[src/rtl/uart_pkg.sv]
// Shared UART definitions: transmitter state encoding, parity modes and baud divisor.
// Kept separate so the receiver can reuse the same encodings.
package uart_pkg;

  typedef enum logic [2:0] {
    IDLE,
    START,
    DATA,
    PAR,
    STOP
  } uart_tx_state_t;

  localparam int PAR_NONE = 0;
  localparam int PAR_ODD  = 1;
  localparam int PAR_EVEN = 2;

  function automatic int baud_cnt(input int clk_freq, input int uart_bps);
    return clk_freq / uart_bps;
  endfunction

endpackage

[src/rtl/uart_tx_fifo.sv]
// Synchronous FIFO with power-of-two depth; the head word is readable combinationally.
// Pushes while full are dropped, pops while empty are ignored; level updates one edge later.
module uart_tx_fifo #(
  parameter int WIDTH = 8,
  parameter int DEPTH = 4
) (
  input  logic                     clk_i,
  input  logic                     rst_ni,
  input  logic                     push_i,
  input  logic [WIDTH-1:0]         push_dat_i,
  input  logic                     pop_i,
  output logic [WIDTH-1:0]         pop_dat_o,
  output logic [$clog2(DEPTH):0]   level_o,
  output logic                     full_o,
  output logic                     empty_o
);

  localparam int AW = $clog2(DEPTH);
  localparam int LW = AW + 1;

  logic [WIDTH-1:0] mem_q [DEPTH];
  logic [AW-1:0]    wr_ptr_q, rd_ptr_q;
  logic [LW-1:0]    level_q;
  logic             do_push, do_pop;

  assign full_o    = (level_q == LW'(DEPTH));
  assign empty_o   = (level_q == '0);
  assign do_push   = push_i && !full_o;
  assign do_pop    = pop_i && !empty_o;
  assign level_o   = level_q;
  assign pop_dat_o = mem_q[rd_ptr_q];

  // Pointers are AW bits wide, so they wrap modulo DEPTH on their own.
  always_ff @(posedge clk_i or negedge rst_ni) begin
    if (!rst_ni) begin
      wr_ptr_q <= '0;
      rd_ptr_q <= '0;
      level_q  <= '0;
    end else begin
      if (do_push) wr_ptr_q <= wr_ptr_q + 1'b1;
      if (do_pop)  rd_ptr_q <= rd_ptr_q + 1'b1;
      level_q <= level_q + LW'(do_push) - LW'(do_pop);
    end
  end

  always_ff @(posedge clk_i) begin
    if (do_push) mem_q[wr_ptr_q] <= push_dat_i;
  end

endmodule

[src/rtl/uart_tx_param.sv]
// Parametrised UART transmitter behind a small FIFO; start bit appears one edge after the pop.
// tx_ready drops only when the queue is full; frames run back-to-back while words are queued.
module uart_tx_param
  import uart_pkg::*;
#(
  parameter int CLK_FREQ   = 49152000,
  parameter int UART_BPS   = 9600,
  parameter int DATA_BITS  = 8,
  parameter int PARITY     = 0,
  parameter int STOP_BITS  = 1,
  parameter int FIFO_DEPTH = 4
) (
  input  logic                          sys_clk,
  input  logic                          sys_rst_n,
  input  logic [DATA_BITS-1:0]          tx_din,
  input  logic                          tx_valid,
  output logic                          tx_ready,
  output logic                          uart_txd,
  output logic                          tx_busy,
  output logic                          tx_done,
  output logic [$clog2(FIFO_DEPTH):0]   fifo_level
);

  localparam int BPS_CNT = baud_cnt(CLK_FREQ, UART_BPS);
  localparam int CW      = (BPS_CNT > 1) ? $clog2(BPS_CNT) : 1;

  if (BPS_CNT < 2) begin : g_bad_bps
    $error("uart_tx_param: CLK_FREQ/UART_BPS must be at least 2");
  end
  if (DATA_BITS < 5 || DATA_BITS > 9) begin : g_bad_data_bits
    $error("uart_tx_param: DATA_BITS must be 5..9");
  end
  if (PARITY < PAR_NONE || PARITY > PAR_EVEN) begin : g_bad_parity
    $error("uart_tx_param: PARITY must be 0, 1 or 2");
  end
  if (STOP_BITS < 1 || STOP_BITS > 2) begin : g_bad_stop_bits
    $error("uart_tx_param: STOP_BITS must be 1 or 2");
  end
  if (FIFO_DEPTH < 2 || (FIFO_DEPTH & (FIFO_DEPTH - 1)) != 0) begin : g_bad_depth
    $error("uart_tx_param: FIFO_DEPTH must be a power of two >= 2");
  end

  uart_tx_state_t       state_q, state_d;
  logic [CW-1:0]        baud_q, baud_d;
  logic [3:0]           bit_q, bit_d;
  logic [DATA_BITS-1:0] shift_q, shift_d;
  logic                 par_q, par_d;
  logic                 txd_q, txd_d;
  logic                 done_q, done_d;
  logic                 baud_last;
  logic                 fifo_pop, fifo_full, fifo_empty;
  logic [DATA_BITS-1:0] fifo_dat;

  uart_tx_fifo #(
    .WIDTH (DATA_BITS),
    .DEPTH (FIFO_DEPTH)
  ) u_fifo (
    .clk_i      (sys_clk),
    .rst_ni     (sys_rst_n),
    .push_i     (tx_valid),
    .push_dat_i (tx_din),
    .pop_i      (fifo_pop),
    .pop_dat_o  (fifo_dat),
    .level_o    (fifo_level),
    .full_o     (fifo_full),
    .empty_o    (fifo_empty)
  );

  function automatic logic parity_of(input logic [DATA_BITS-1:0] d);
    return (PARITY == PAR_EVEN) ? ^d : ~^d;
  endfunction

  assign baud_last = (baud_q == CW'(BPS_CNT - 1));

  always_comb begin
    state_d  = state_q;
    baud_d   = baud_q + 1'b1;
    bit_d    = bit_q;
    shift_d  = shift_q;
    par_d    = par_q;
    done_d   = 1'b0;
    fifo_pop = 1'b0;
    case (state_q)
      IDLE: begin
        baud_d = '0;
        if (!fifo_empty) begin
          fifo_pop = 1'b1;
          shift_d  = fifo_dat;
          par_d    = parity_of(fifo_dat);
          state_d  = START;
        end
      end
      START: begin
        if (baud_last) begin
          baud_d  = '0;
          bit_d   = '0;
          state_d = DATA;
        end
      end
      DATA: begin
        if (baud_last) begin
          baud_d  = '0;
          shift_d = shift_q >> 1;
          if (bit_q == 4'(DATA_BITS - 1)) begin
            bit_d   = '0;
            state_d = (PARITY != PAR_NONE) ? PAR : STOP;
          end else begin
            bit_d = bit_q + 1'b1;
          end
        end
      end
      PAR: begin
        if (baud_last) begin
          baud_d  = '0;
          bit_d   = '0;
          state_d = STOP;
        end
      end
      STOP: begin
        if (baud_last) begin
          baud_d = '0;
          if (bit_q == 4'(STOP_BITS - 1)) begin
            // Chain straight into the next start bit when a word is waiting.
            done_d = 1'b1;
            bit_d  = '0;
            if (!fifo_empty) begin
              fifo_pop = 1'b1;
              shift_d  = fifo_dat;
              par_d    = parity_of(fifo_dat);
              state_d  = START;
            end else begin
              state_d = IDLE;
            end
          end else begin
            bit_d = bit_q + 1'b1;
          end
        end
      end
      default: state_d = IDLE;
    endcase

    case (state_d)
      START:   txd_d = 1'b0;
      DATA:    txd_d = shift_d[0];
      PAR:     txd_d = par_d;
      default: txd_d = 1'b1;
    endcase
  end

  always_ff @(posedge sys_clk or negedge sys_rst_n) begin
    if (!sys_rst_n) begin
      state_q <= IDLE;
      baud_q  <= '0;
      bit_q   <= '0;
      shift_q <= '0;
      par_q   <= 1'b0;
      txd_q   <= 1'b1;
      done_q  <= 1'b0;
    end else begin
      state_q <= state_d;
      baud_q  <= baud_d;
      bit_q   <= bit_d;
      shift_q <= shift_d;
      par_q   <= par_d;
      txd_q   <= txd_d;
      done_q  <= done_d;
    end
  end

  assign tx_ready = !fifo_full;
  assign uart_txd = txd_q;
  assign tx_busy  = (state_q != IDLE);
  assign tx_done  = done_q;

endmodule

[config.mk]
export PLATFORM = sky130hd
export DESIGN_NAME = uart_tx_param
export DESIGN_NICKNAME = d
export VERILOG_FILES = /design/src/rtl/uart_pkg.sv /design/src/rtl/uart_tx_fifo.sv /design/src/rtl/uart_tx_param.sv
export SDC_FILE = /design/constraint.sdc
export NUM_CORES = 1
export LEC_CHECK = 0
export CAP_MARGIN = 0
export CORE_ASPECT_RATIO = 0.8
export CORE_MARGIN = 5
export CORE_UTILIZATION = 50
export CTS_CLUSTER_DIAMETER = 200
export DETAILED_ROUTE_END_ITERATION = 8
export PLACE_DENSITY = 0.8
export SLEW_MARGIN = 0
export SYNTH_ARGS = -nofsm -noshare
export SYNTH_HDL_FRONTEND = slang
export SYNTH_HIERARCHICAL = 1
export SYNTH_SLANG_ARGS = --single-unit
[constraint.sdc]
create_clock -name sys_clk -period 5.2 [get_ports sys_clk]
set_input_delay 1.3 -clock sys_clk [delete_from_list [all_inputs] [get_ports sys_clk]]
set_output_delay 1.3 -clock sys_clk [all_outputs]
set_load 0.01 [all_outputs]
# Word level (Yosys, flattened, before mapping)
# Memory sizes are Yosys's and may differ from the RTL's.
# Cells that the tools add are included.
# Widths: inputs -> output; s select.
totals:
  register_bits: 38
  ram_bits: 32
  in_bits: 11
  elab_cells: 83
  n_memories: 1
op_classes:
  addsub: 6
  n_eq_ne: 14
  muxes: 36
  reduce_logical: 15
mem_list:
  columns: ["memory", "depth", "word_bits", "read_ports", "rd_clocked_by_memory_dff", "wr", "line_no", "source"]
  rows:
  - ["u_fifo.mem_q", 4, 8, 1, 0, 1, "uart_tx_fifo.sv:21", "logic [WIDTH-1:0] mem_q [DEPTH];"]
op_table:
  columns: ["op", "count"]
  rows:
  - ["$mux 8", 4]
  - ["$pmux 13 s2", 1]
  - ["$pmux 8 s3", 1]
  - ["$mux 3", 7]
  - ["$mux 4", 5]
  - ["$pmux 3 s5", 1]
  - ["$add 13x1->13 const B", 1]
  - ["$eq 13x13->1 const B", 1]
  - ["$mux 13", 1]
  - ["$eq 3x2->1 const B", 4]
  - ["$mux 1", 12]
  - ["$pmux 4 s3", 1]
  - ["$reduce_bool 3->1", 3]
  - ["$reduce_and 4->1", 2]
  - ["$reduce_xnor 8->1", 1]
  - ["$eq 3x1->1 const B", 2]
  - ["$eq 3x3->1 const B", 2]
  - ["$logic_not 3->1", 2]
  - ["$ne 2x2->1 const B", 3]
  - ["$add 2x1->2 const B", 2]
  - ["$add 4x1->4 const B", 1]
  - ["$eq 4x3->1 const B", 1]
  - ["$logic_not 4->1", 1]
  - ["$pmux 1 s2", 2]
  - ["other kinds (8)", 10]

# Depth between registers and ports, before layout
# Gate-level depths: netlist of the first run.
logic_depth:
  depth_word: 7
  depth_mapped: 13

# By module
# Netlist of the first run, hierarchy kept.
by_module_without_submodules:
  columns: ["mod", "instances", "cells_each", "area_each_um2"]
  rows:
  - ["uart_tx_param", 1, 162, 1645.3]
  - ["uart_tx_fifo", 1, 83, 1622.8]

# Worst setup path after synthesis of the first run
# OpenSTA, ideal clock, no wires.
synth_timing:
  path_kind: "register -> register"
  startpoint: "reg u_fifo.level_q[1], in the netlist u_fifo/level_o[1]"
  endpoint: "reg u_fifo.level_q[2], in the netlist u_fifo/level_o[2]"
  arrival_ps: 2853
  t_required_ps: 5077
  slack_ps: 2224
  path_stages_with_launch: 13
  path_buffers: 0
  cell_sequence: "dfrtp_1 nor3_1 nor3_1 a31oi_1 inv_1 o31ai_1 inv_1 ha_1 inv_1 ha_1 fa_1 xnor2_1 xnor2_1"
synth_via:
  elab_chain_cells: 7
synth_lines:
  columns: ["item", "line_no", "source"]
  rows:
  - ["start, declared", "uart_tx_fifo.sv:23", "logic [LW-1:0] level_q;"]
  - ["start signal, assigned", "uart_tx_fifo.sv:42", "level_q <= level_q + LW'(do_push) - LW'(do_pop);"]
  - ["$logic_not 3->1 (*)", "uart_tx_fifo.sv:27", "assign empty_o = (level_q == '0);"]
  - ["named net fifo_empty", "uart_tx_param.sv:51", "logic fifo_pop, fifo_full, fifo_empty;"]
  - ["$mux 1 (*)", "uart_tx_param.sv:86, uart_tx_param.sv:126", null]
  - ["$mux 1", "uart_tx_param.sv:122", "if (bit_q == 4'(STOP_BITS - 1)) begin"]
  - ["$mux 1", "uart_tx_param.sv:120", "if (baud_last) begin"]
  - ["$pmux 1 s2 (*)", "uart_tx_param.sv:83", "case (state_q)"]
  - ["named net fifo_pop", "uart_tx_param.sv:51", null]
  - ["$logic_and 1x1->1 (*)", "uart_tx_fifo.sv:29", "assign do_pop = pop_i && !empty_o;"]
  - ["named net u_fifo.do_pop", "uart_tx_fifo.sv:24", "logic do_push, do_pop;"]
  - ["$sub 3x1->3 (*)", "uart_tx_fifo.sv:42", null]
# The timed path passes the listed nets; every way through them passes the cells marked *.
# A chain may end at the register's enable or synchronous reset.

# Final worst setup path of the first run
# Ends and elaborated chain as after synthesis.

==> results of run 1 <==
[cells in the mapped netlist (all sizes together), types with 2 or more instances]
cell,count,area share [%]
a21oi,4,0.61
a221o,6,1.8
a22o,3,0.80
and3,3,0.57
and3b,5,1.3
buf,3,0.73
clkbuf,5,0.61
dfrtp,37,28
edfxtp,32,29
ha,9,3.4
inv,12,1.4
mux2,2,0.69
mux4,8,5.5
nand2,11,1.3
nand2b,4,0.77
nand3,8,1.2
nand3b,2,0.46
nand4,2,0.38
nand4bb,2,0.69
nor2,20,2.4
nor2b,7,1.3
nor3,5,0.77
nor3b,4,1.4
o211ai,2,0.46
o21ai,7,1.1
o31ai,2,0.46
o41ai,2,0.54
xnor2,16,4.3
xor2,6,1.6
[critical path, stage by stage, from the launching register on]
cell     delay (ns)
dfrtp_1        0.49
nor3_1         0.52
nor3_1         0.09
a31oi_1        0.56
inv_1          0.21
o31ai_1        0.17
inv_1          0.10
ha_1           0.28
inv_1          0.04
ha_1           0.18
fa_1           0.38
xnor2_1        0.15
xnor2_1        0.13
[flip-flops by register name, summed over array words and instances (netlist names)]
signal and flops:
u_fifo/mem_q 32, bit_q 4, uart_txd 1, tx_done 1
baud_q 13, state_q 3, par_q 1, u_fifo/rd_ptr_q 2
u_fifo/wr_ptr_q 2, u_fifo/level_o 3, shift_q 8
[kinds of logic after synthesis]
kind of cell             synth area share [%]
flip-flops                               58.5
AND/OR/NAND/NOR                          14.9
buffers and inverters                    2.72
XOR/XNOR                                 5.90
adder cells (fa/ha/maj)                  4.36
multiplexers                             6.51
AO/OA/AOI/OAI                            7.08
[layout make-up]
type	count	area, um^2
sequential	70	1910
clock buffer	9	124
multi-input combinational	155	1270
timing repair buffer	17	165
tap	84	105
clock inverter	7	55.1
fill	529	2700
inverter	12	45.0
[where the power goes]
part	leakage [nW]	internal, mW	switching (mW)
logic	0.572	0.125	0.125
registers	0.769	0.655	0.0531
clock network	0.0870	0.178	0.218
[worst max-delay path by stage]
stage | start | end | cells past startpoint
finish | u_fifo/level_o[1]$_DFF_PN0_ | u_fifo/level_o[2]$_DFF_PN0_ | 12
global route | u_fifo/level_o[0]$_DFF_PN0_ | u_fifo/level_o[2]$_DFF_PN0_ | 12
CTS | u_fifo/level_o[1]$_DFF_PN0_ | u_fifo/level_o[2]$_DFF_PN0_ | 12
detailed placement | u_fifo/level_o[1]$_DFF_PN0_ | u_fifo/level_o[2]$_DFF_PN0_ | 12
global placement | tx_valid | u_fifo/level_o[2]$_DFF_PN0_ | 8
floorplan | u_fifo/level_o[1]$_DFF_PN0_ | u_fifo/level_o[2]$_DFF_PN0_ | 12
[layer usage]
layer  GRT usage [%]  share of wire (%)
met1            19.8                 47
met2            22.7                 45
met3            5.79                6.6
met4            5.25                1.3
met5               0                  0
[stage by stage]
| stage | instances | utilization [%] |
|---|---|---|
| floorplan | 245 | - |
| global placement | 338 | 54.8 |
| detailed placement | 338 | 54.8 |
| CTS | 354 | 57.6 |
| global route | 354 | 57.6 |
| finish | 354 | 57.6 |
==> results.md, run 1 <==
* Final antenna diode count at 0
* Area Growth Syn to Fin at 12.4%
* First-pass iteration count of the detailed router at 5
* Remaining routing DRC violations at 0
* Max-slew headroom at 44.4%
* Post-CTS setup buffer count at 0
* Fin Clk Skew at 0.00921 ns
* Placer Congestion at 0.809
* Max Cap Violations at 0
* I/O pin cnt at 18
* Yosys warns at 6
* Crit end category: flip-flop
* Die H at 82.3 um
* Initial core utilization at 51.3%
* DR iter-0 viols at 70
* Post-synthesis cell type count at 53
* Crit path DAT at 3.64 ns
* WHS Path Cells at 1
* Die W at 100 um
* Design area at 3670 um^2
* Most frequent cells in the layout: dfrtp_1, edfxtp_1, nor2_1
* Total Nets Final at 286
* Post-route setup slack at 1.79 ns
* Post-synth EDFFs at 32
* Period Utilization, post-route at 65.6%
* Setup violators final at 0
* Hold Crit Class: flip-flop to flip-flop
* Die area at 8260 um^2
* Worst Hold Launch: baud_q[0]$_DFF_PN0_
* Setup crit start kind: flip-flop
* Routed vias at 1947
* Total power at 1.35 mW
* Root Buffer: clkbuf_8
* Number of synthesized register bits at 70
* Commonest non-fill, non-tap cell in the layout: dfrtp_1
* CTS Hold Buffers Added at 0
* Fraction of layout cells with a size suffix above 1 at 12.6%
* Fin crit period at 3.41 ns
* Worst EP required at 5.43 ns
* Final antenna-violating net count at 0
* Routed len/inst at 15.9 um
* Status: finished, final reports clean
* Sequential share of the synthesized area at 58.5%
* Highest Clock Rate at 293 MHz
* Reg2reg setup slack at 1.79 ns
* DP Wirelength at 3970 um
* Synthesized net count at 266
* Clock transition at path regs at 0.08 ns
* Post-CTS sizing at 0
* R2R Path End: u_fifo/level_o[2]$_DFF_PN0_
* Hold Vio Cnt, Final at 0
* Post-synthesis instance area at 3270 um^2
* Post-DP Area at 3490 um^2
* Number of global-route vias before repair at 1888
* Initial antenna violation count at 0
* VDD IR max at 0.278 mV
* Crit Path Category: flip-flop to flip-flop
* PwrDens at 369 nW/um^2
* Clock Sinks at 70
* Worst hold endpoint: baud_q[0]$_DFF_PN0_
* Total grt overflow at 0
* Critical R2R Launch: u_fifo/level_o[1]$_DFF_PN0_
* Critical Path Fanout Max at 9
* Setup TNS at 0 ns
* Max H-tree Level at 3
* # port buffers at 17
* Later-pin clock latency in the skew report at 0.35 ns
* WHS at 0.486 ns
* Mapped Cells at 245
* Primary FF master, synth: dfrtp_1
* Vias/cell at 5.50
* WL final at 5630 um
* Async S/R FF share, synth at 54.3%
* CTS Buf Count at 9
* Pin count of the biggest net entering global routing at 39
* RSZ-0062 raised after global routing: false
* CTS tree: done
* Average cell area after synthesis at 13.3 um^2
* Total track usage at 15.0%
* Worst-margin pin slew at 0.834 ns
* # rows at 26
* Core area at 6380 um^2
* Leak pwr at 1.43 nW
* Pre-CTS WS at 1.86 ns
* Final Max Tran Viols at 0
* Clock Path Buffers at 2
* Global-route wire length before repair at 9310 um
* FF-to-FF path depth at 12
(Power assumes the default switching activity.)
==> run 2, diff against run 1 <==
--- a/config.mk
+++ b/config.mk
@@ -11,7 +11,7 @@
 export CORE_UTILIZATION = 50
 export CTS_CLUSTER_DIAMETER = 200
 export DETAILED_ROUTE_END_ITERATION = 8
-export PLACE_DENSITY = 0.8
+export PLACE_DENSITY = 0.82
 export SLEW_MARGIN = 0
 export SYNTH_ARGS = -nofsm -noshare
 export SYNTH_HDL_FRONTEND = slang
==> constraint.sdc (replaced) <==
create_clock -name sys_clk -period 2.9 [get_ports sys_clk]
set_input_delay 0.725 -clock sys_clk [delete_from_list [all_inputs] [get_ports sys_clk]]
set_output_delay 0.725 -clock sys_clk [all_outputs]
set_load 0.01 [all_outputs]
==> results.md, run 2 (synthesis results as in run 1) <==
* Critical Path Fanout Max at 3
* Later-pin clock latency in the skew report at 0.35 ns
* CTS tree: done
* Area Growth Syn to Fin at 15.6%
* Total power at 2.52 mW
* Initial core utilization at 51.3%
* Die W at 100 um
* Fin Clk Skew at 0.00941 ns
* Max-slew headroom at 44.2%
* Vias/cell at 5.53
* Hold Vio Cnt, Final at 0
* # port buffers at 17
* Worst path slowest cell: dfrtp_1
* Placer Congestion at 0.816
* Highest Clock Rate at 372 MHz
* WL final at 5980 um
* Commonest non-fill, non-tap cell in the layout: dfrtp_1
* P_int at 1.77 mW
* Largest regs: u_fifo/mem_q: 32 flops, baud_q: 13 flops, shift_q: 8 flops
* # rows at 26
* Crit Path Category: flip-flop to flip-flop
* Crit end category: flip-flop
* Global-route wire length before repair at 10700 um
* Clock share of power at 29.9%
* Placed Cells at 348
* RSZ-0062 raised after global routing: false
* Total track usage at 17.1%
* Root Buffer: clkbuf_8
* WHS at 0.477 ns
* Fraction of layout cells with a size suffix above 1 at 17.1%
* Reg2reg setup slack at 0.21 ns
* CTS Buf Count at 9
* Setup TNS at 0 ns
* Leak pwr at 1.49 nW
* R2R Path End: u_fifo/level_o[2]$_DFF_PN0_
* Pin count of the biggest net entering global routing at 39
* Crit path cell chain: inv_1, ha_1, nor3b_1, buf_4, a31oi_2, inv_2, o31ai_2, inv_1, ha_1, inv_1, ha_1, fa_1, xnor2_1, xnor2_1
* Clock transition at path regs at 0.08 ns
* Largest stage delay on the critical path at 0.39 ns
* Number of global-route vias before repair at 2095
* Final antenna diode count at 0
* Setup crit start kind: flip-flop
* PwrDens at 667 nW/um^2
* Crit path DAT at 2.97 ns
* Routed vias at 2012
* Worst EP required at 3.18 ns
* Setup violators final at 0
* Total grt overflow at 0
* Multi-input gate area at 1280 um^2
* DP Wirelength at 4260 um
* Final antenna-violating net count at 0
* Worst-margin pin slew at 0.837 ns
* Fin crit period at 2.69 ns
* Max Cap Violations at 0
* Remaining routing DRC violations at 0
* Sw Share at 29.7%
* Number of flip-flops in the largest register at 32
* Die H at 82.3 um
* Clock Path Buffers at 2
* Critical R2R Launch: bit_q[0]$_DFFE_PN0P_
* Clock Sinks at 70
* I/O pin cnt at 18
* Period Utilization, post-route at 92.8%
* Final Max Tran Viols at 0
* Post-CTS setup buffer count at 0
* Seq pwr share at 48.6%
* Initial antenna violation count at 0
* Routed len/inst at 16.4 um
* Core area at 6380 um^2
* Fin cells at 364
* First-pass iteration count of the detailed router at 4
* Hold Crit Class: primary input to async pin
* Die area at 8260 um^2
* Most frequent cells in the layout: dfrtp_1, edfxtp_1, nor2_1
* FF-to-FF path depth at 14
* Largest Register: u_fifo/mem_q
* Total Nets Final at 296
* Status: finished, final reports clean
* Max H-tree Level at 3
* # fillers at 510
* VDD IR max at 0.409 mV
* Net Switching at 0.747 mW
* DR iter-0 viols at 97
* Register area at 1910 um^2
* Gate power share at 21.5%
## run 2: cell count changes in the layout (fill, tap and decap cells not counted), sizes merged
cell / before / now
buf: 1 / 11
clkinvlp: 2 / 0
inv: 16 / 18
## run 2: worst max path at each step
stage | from | endpoint | slack (ns)
floorplan | u_fifo/level_o[1]$_DFF_PN0_ | u_fifo/level_o[2]$_DFF_PN0_ | 0.07
global placement | baud_q[0]$_DFF_PN0_ | u_fifo/level_o[2]$_DFF_PN0_ | 0.31
detailed placement | baud_q[0]$_DFF_PN0_ | u_fifo/level_o[2]$_DFF_PN0_ | 0.16
CTS | baud_q[0]$_DFF_PN0_ | u_fifo/level_o[2]$_DFF_PN0_ | 0.13
global route | bit_q[0]$_DFFE_PN0P_ | u_fifo/level_o[2]$_DFF_PN0_ | 0.004
finish | bit_q[0]$_DFFE_PN0P_ | u_fifo/level_o[2]$_DFF_PN0_ | 0.21
## run 2: cell type report
class                   instances  share of cell area, %
flip-flops and latches         70                   50.6
multi-input cells             155                   33.9
repair buffers                 27                   6.36
clock buffers                   9                   3.28
well taps                      84                   2.78
clock inverters                 7                   1.82
inverters                      12                   1.19
## run 2: metal layers
layer | vias up | global-route usage (%) | share of wire (%)
li1 | 965 | - | -
met1 | 992 | 22.4 | 46
met2 | 45 | 27.4 | 48
met3 | 10 | 5.12 | 4.0
met4 | 0 | 6.06 | 1.9
met5 | - | 0 | 0
## run 2: power by group through the flow
stage / Clock, mW / Combinational, mW / Sequential (mW)
final: 0.753 / 0.541 / 1.23
after global routing: 0.831 / 0.598 / 1.24
after CTS: 0.776 / 0.547 / 1.23
after detailed placement: 0 / 0.541 / 1.25
after global placement: 0 / 0.511 / 1.24
after floorplan: 0 / 0.283 / 1.27
## run 2: through the flow
stage / setup slack (ns) / instance area (um^2) / utilization (%)
2_1_floorplan: 0.0725 / 3270 / -
3_5_place_dp: 0.160 / 3580 / 56.1
3_3_place_gp: 0.307 / 3580 / 56.1
6_report: 0.209 / 3780 / 59.3
4_1_cts: 0.128 / 3770 / 59.1
5_1_grt: 0.00446 / 3780 / 59.3
## run 2: timing repair
item / CTS / global route
endpoints found under the setup margin: 0 / 1
hold buffers: 0 / 0
resized for setup: 0 / 3
## run 2: critical path: cells and delay by family (launching register included)
| kind | cells | cell delay, ns |
|---|---|---|
| fa+ha+maj | 4 | 1.03 |
| flops | 1 | 0.39 |
| xor+xnor | 2 | 0.34 |
| simple gates | 1 | 0.13 |
| buf+inv | 5 | 0.44 |
| compound gates | 2 | 0.30 |
